===== config.mk =====
export PLATFORM = sky130hd
export DESIGN_NAME = if_stage
export DESIGN_NICKNAME = d
export VERILOG_FILES = /design/src/rtl/if_stage.sv
export SDC_FILE = /design/constraint.sdc
export NUM_CORES = 1
export LEC_CHECK = 0
export BUFFER_PORTS_ARGS = -buffer_cell sky130_fd_sc_hd__buf_4
export CORE_ASPECT_RATIO = 1.1
export CORE_UTILIZATION = 55
export CTS_BUF_LIST = sky130_fd_sc_hd__clkbuf_8 sky130_fd_sc_hd__clkbuf_16
export DETAILED_ROUTE_END_ITERATION = 6
export MAX_ROUTING_LAYER = met4
export PLACE_DENSITY = 0.85
export SLEW_MARGIN = 0
export SYNTH_ARGS = -nofsm -noshare
export SYNTH_HDL_FRONTEND = slang
export SYNTH_SLANG_ARGS = --single-unit

===== constraint.sdc =====
create_clock -name clk -period 3.3 [get_ports clk]
set_input_delay 0.33 -clock clk [delete_from_list [all_inputs] [get_ports clk]]
set_output_delay 0.33 -clock clk [all_outputs]
set_load 0.005 [all_outputs]

===== src/rtl/if_stage.sv =====
// Instruction-fetch stage with IF/ID pipeline register.
// Owns the PC, drives a req/ready instruction memory, honours freeze and branch redirect.
module if_stage #(
    parameter logic [31:0] PC_RESET = 32'd0
) (
    input  logic        clk,
    input  logic        rst,
    input  logic        freeze,
    input  logic        br_taken,
    input  logic [31:0] br_offset,
    output logic        imem_req,
    output logic [31:0] imem_addr,
    input  logic [31:0] imem_rdata,
    input  logic        imem_ready,
    output logic [31:0] pc_out,
    output logic [31:0] instruction_out,
    output logic        valid_out
);

    // FETCH: request outstanding at pc.
    // HOLD: a word arrived during freeze and waits in hold_instr_q.
    // DRAIN: wrong-path request still pending; must be completed, then dropped.
    typedef enum logic [1:0] {
        FETCH = 2'd0,
        HOLD  = 2'd1,
        DRAIN = 2'd2
    } state_t;

    state_t      state_q;
    logic [31:0] pc_q;
    logic [31:0] drain_addr_q;
    logic [31:0] hold_instr_q;
    logic [31:0] pc_out_q;
    logic [31:0] instr_q;
    logic        valid_q;

    logic [31:0] br_byte_off;
    logic [31:0] br_target;
    logic [31:0] pc_inc;

    // Branch target is relative to the instruction in decode (pc_out = its address + 4).
    assign br_byte_off = br_offset << 2;
    assign br_target   = pc_out_q + br_byte_off;
    assign pc_inc      = pc_q + 32'd4;

    // Request is held through DRAIN so the memory handshake is never withdrawn.
    assign imem_req  = !rst && (state_q != HOLD);
    assign imem_addr = (state_q == DRAIN) ? drain_addr_q : pc_q;

    assign pc_out          = pc_out_q;
    assign instruction_out = instr_q;
    assign valid_out       = valid_q;

    // Fetch FSM and IF/ID register; priority is rst > br_taken > freeze > advance.
    always_ff @(posedge clk) begin
        if (rst) begin
            state_q      <= FETCH;
            pc_q         <= PC_RESET;
            drain_addr_q <= 32'd0;
            hold_instr_q <= 32'd0;
            pc_out_q     <= 32'd0;
            instr_q      <= 32'd0;
            valid_q      <= 1'b0;
        end else begin
            case (state_q)
                FETCH: begin
                    if (br_taken) begin
                        pc_q    <= br_target;
                        instr_q <= 32'd0;
                        valid_q <= 1'b0;
                        if (!imem_ready) begin
                            drain_addr_q <= pc_q;
                            state_q      <= DRAIN;
                        end
                    end else if (imem_ready) begin
                        if (!freeze) begin
                            pc_out_q <= pc_inc;
                            instr_q  <= imem_rdata;
                            valid_q  <= 1'b1;
                            pc_q     <= pc_inc;
                        end else begin
                            hold_instr_q <= imem_rdata;
                            state_q      <= HOLD;
                        end
                    end else if (!freeze) begin
                        instr_q <= 32'd0;
                        valid_q <= 1'b0;
                    end
                end
                HOLD: begin
                    if (br_taken) begin
                        pc_q         <= br_target;
                        hold_instr_q <= 32'd0;
                        instr_q      <= 32'd0;
                        valid_q      <= 1'b0;
                        state_q      <= FETCH;
                    end else if (!freeze) begin
                        pc_out_q <= pc_inc;
                        instr_q  <= hold_instr_q;
                        valid_q  <= 1'b1;
                        pc_q     <= pc_inc;
                        state_q  <= FETCH;
                    end
                end
                DRAIN: begin
                    instr_q <= 32'd0;
                    valid_q <= 1'b0;
                    if (br_taken) begin
                        pc_q <= br_target;
                    end
                    if (imem_ready) begin
                        state_q <= FETCH;
                    end
                end
                default: begin
                    state_q <= FETCH;
                end
            endcase
        end
    end

endmodule


==> impl_metrics.csv <==
group,metric,value,unit
setup_path,worstSetupEndpointType,"flip-flop",
pwr,p_per_area,479,nW/um^2
timing,finalMaxSlewViolations,0,
setup_path,max_stage_delay,0.42,ns
grt,grt_usage,29.6,%
grt,grt_pass1_vias,8384,
route,dr.pass1.iters,5,
timing,setup_viol_count_final,0,
timing,slew_headroom,42.8,%
die,die-area,17600,sq um
pwr,seqPwrFrac,41.9,%
timing,max_freq,371,MHz
setup_path,slowest_stage,"fa_1",
place,hpwl,17600,um
die,std_cell_rows,49,
route,wl,25500,um
place,place_area,10600,sq um
synthesis,synth_area_leader_cell,"dfxtp_1",
synthesis,synthArstFlopShare,0,%
layout,postLayoutCellArea,11200,sq um
route,routedWlPerCell,16.9,um
layout,ff_latch_area,3260,sq um
layout,multi_input_area,5680,sq um
cts,clockBufferDepth,2,
timing,period_needed,2.69,ns
timing,fin_crit_sh,81.6,%
synthesis,synth_edf_count,0,
pwr,finalPower,5360,uW
timing,tightest_slew,0.857,ns
setup_path,critPathMaxFanout,3,
synthesis,netlist_area,9390,sq um
timing,fin_skew,0.00660,ns
pwr,switching_share,30.3,%
hold_path,hp-class,"primary input to flip-flop",
timing,rsz0062_at_grt,"false",
pwr,p_comb_share,22.3,%
synthesis,ys_warn_count,0,
layout,final_nets,1395,
timing,layout_setup_ws,0.608,ns
timing,final-hold-violation-count,0,
die,start_util,56.9,%
route,drt_iter0_drc,530,
cts,clock_sinks,163,
synthesis,ys_types,78,
grt,antenna_found_initial,0,
cts,clkLatencyLatePin,0.42,ns
die,die_w,127,um
route,vias_per_cell,6.02,
die,die_h,139,um
place,portBuffers,164,
pwr,p_int,3730,uW
synthesis,yosysSeqAreaShare,34.8,%
setup_path,arrival,2.99,ns
route,route.antenna.remaining_nets,0,
synthesis,synth_fp_nets,1290,
synthesis,synth_top_area_share,34.8,%
synthesis,synthTopCellsByArea,"dfxtp_1 (35%), a21oi_1 (7.9%), nor2_1 (6.1%)",
pwr,power_frac_clock,35.7,%
synthesis,ys.flop_type,"dfxtp_1",
grt,grt_max_degree,77,
route,drc,0,
setup_path,crit_type,"flip-flop to flip-flop",
die,core,16500,sq um
cts,clkTransAtPathRegs,0.07,ns
setup_path,crit_chain,"ha_1, fa_1, a21o_1, a221o_1, a31oi_1, a211o_1, nand2_1, xnor2_1, a21oi_1",
job,cap_violations,0,
place,dp_slack,0.556,ns
run_status,outcome,"finished, final reports clean",
setup_path,crit_family,"compound AO/OA/AOI/OAI gates",
cts,cts_root_buf,"clkbuf_16",
cts,h-tree-depth,4,
cts,cts_hold_buf,0,
synthesis,netlist_instances,1186,
cts,cts_setup_buffers,0,
setup_path,cp-start-kind,"flip-flop",
die,io_pins,167,
cts,cts_buffers,17,
cts,cts_resized,0,
layout,n_fill_cell,1378,
timing,fin_tns_setup,0,ns
synthesis,synth_seq_cells,163,
layout,diodes,0,
synthesis,syn_avg_cell_area,7.92,sq um
grt,grt_pass1_wl,41000,um
layout,drive_above_1_share,20.6,%
cts,cts_tree,"built",
pwr,power_switching,1630,uW
place,place_congestion,0.936,
synthesis,synthTopCellsByCount,"dfxtp_1 (163), nor2_1 (152), a21oi_1 (149)",
setup_path,cp_num_buf_inv,0,
route,via_count,9077,
layout,area_growth,19.1,%
layout,final_core_util,67.8,%
synthesis,yosysMostFrequentCell,"dfxtp_1",
pwr,leakagePower,0.00451,uW
setup_path,critPathRequiredTime,3.60,ns
pwr,peakVddDrop,0.340,mV
grt,grt.overflow.total,0,
[power by group through the flow]
| stage | combinational [uW] | clock [uW] | sequential (uW) |
|---|---|---|---|
| after floorplan | 830 | 0 | 2220 |
| after global placement | 1160 | 0 | 2280 |
| after detailed placement | 1180 | 0 | 2290 |
| after CTS | 1190 | 1940 | 2240 |
| after global routing | 1310 | 2020 | 2270 |
| final | 1200 | 1920 | 2250 |
[final timing paths]
| kind | startpoint | end | slack, ns | cells after the start |
|---|---|---|---|---|
| worst max-delay path | pc_out[2]$_SDFFE_PP0P_ | pc_q[26]$_SDFFE_PP0P_ | 0.61 | 9 |
| worst min-delay path | freeze | valid_out$_SDFFE_PP0P_ | 0.24 | 4 |
| worst max register to register | pc_out[2]$_SDFFE_PP0P_ | pc_q[26]$_SDFFE_PP0P_ | 0.61 | 9 |
| worst min register to register | drain_addr_q[3]$_SDFFE_PP0P_ | drain_addr_q[3]$_SDFFE_PP0P_ | 0.45 | 2 |
[tightest hold or removal path, cell delays in order]
cell    delay (ns)
buf_4         0.12
nor2_1        0.04
nor2_1        0.08
nor3_1        0.04
[layout by cell type (no fill, tap or decap), types with 5 or more instances in the layout]
cell       Yosys  layout
a211oi_1      33      33
a21o_1        13      13
a21oi_1      149     149
a22oi_1       34      34
a31oi_1       13      12
and2_1         5       5
and3_1         7       7
buf_4          4     183
clkbuf_16      0      17
dfxtp_1      163     163
ha_1          34      34
inv_1         12      16
mux2_2        29      29
mux2i_1       10      10
nand2_1      124     124
nand3_1       26      26
nand4_1       10      10
nor2_1       152     152
nor2b_1        6       5
nor3_1        55      53
nor3b_1       34      34
o211ai_1       6       6
o21a_1         5       5
o21ai_0       32      31
o22ai_1        5       5
or3_1          8       8
xnor2_1       23      23
xor2_1        27      27
[through the flow]
step / hold slack (ns) / instances
final: 0.241 / 1507
after global routing: 0.294 / 1507
after CTS: 0.226 / 1507
after detailed placement: 0.444 / 1476
after global placement: 0.438 / 1476
after floorplan: 0.433 / 1186
[per-layer routing]
metal	wire length (um)	global-route usage (%)	share of wire, %	up-vias
met5	0	-	0	-
met4	724	12.9	2.8	0
met3	1600	5.21	6.3	54
met2	11800	45.8	46	333
met1	11400	37.7	45	4233
li1	-	-	-	4457
[cell families (layout without fill, tap and decap cells)]
kind of cell | Yosys count | in the layout | synth area share, %
simple gates | 452 | 452 | 23.3
compound gates | 338 | 338 | 22.9
flops | 163 | 163 | 34.8
buf+inv | 109 | 226 | 5.12
xor+xnor | 50 | 50 | 4.66
mux | 39 | 39 | 4.54
fa+ha+maj | 35 | 35 | 4.74
[state kept, by name (all words and copies together), names as in the netlist]
register / cells
instruction_out: 32
pc_out: 32
hold_instr_q: 32
state_q: 2
pc_q: 32
valid_out: 1
drain_addr_q: 32
[cell type report]
type / count / share of cell area [%]
clock inverters: 13 / 1.09
inverters: 12 / 0.403
well taps: 204 / 2.28
clock buffers: 18 / 3.93
repair buffers: 183 / 12.3
multi-input cells: 914 / 50.8
flip-flops and latches: 163 / 29.2
Note: power is estimated with default switching activity, not from simulation.
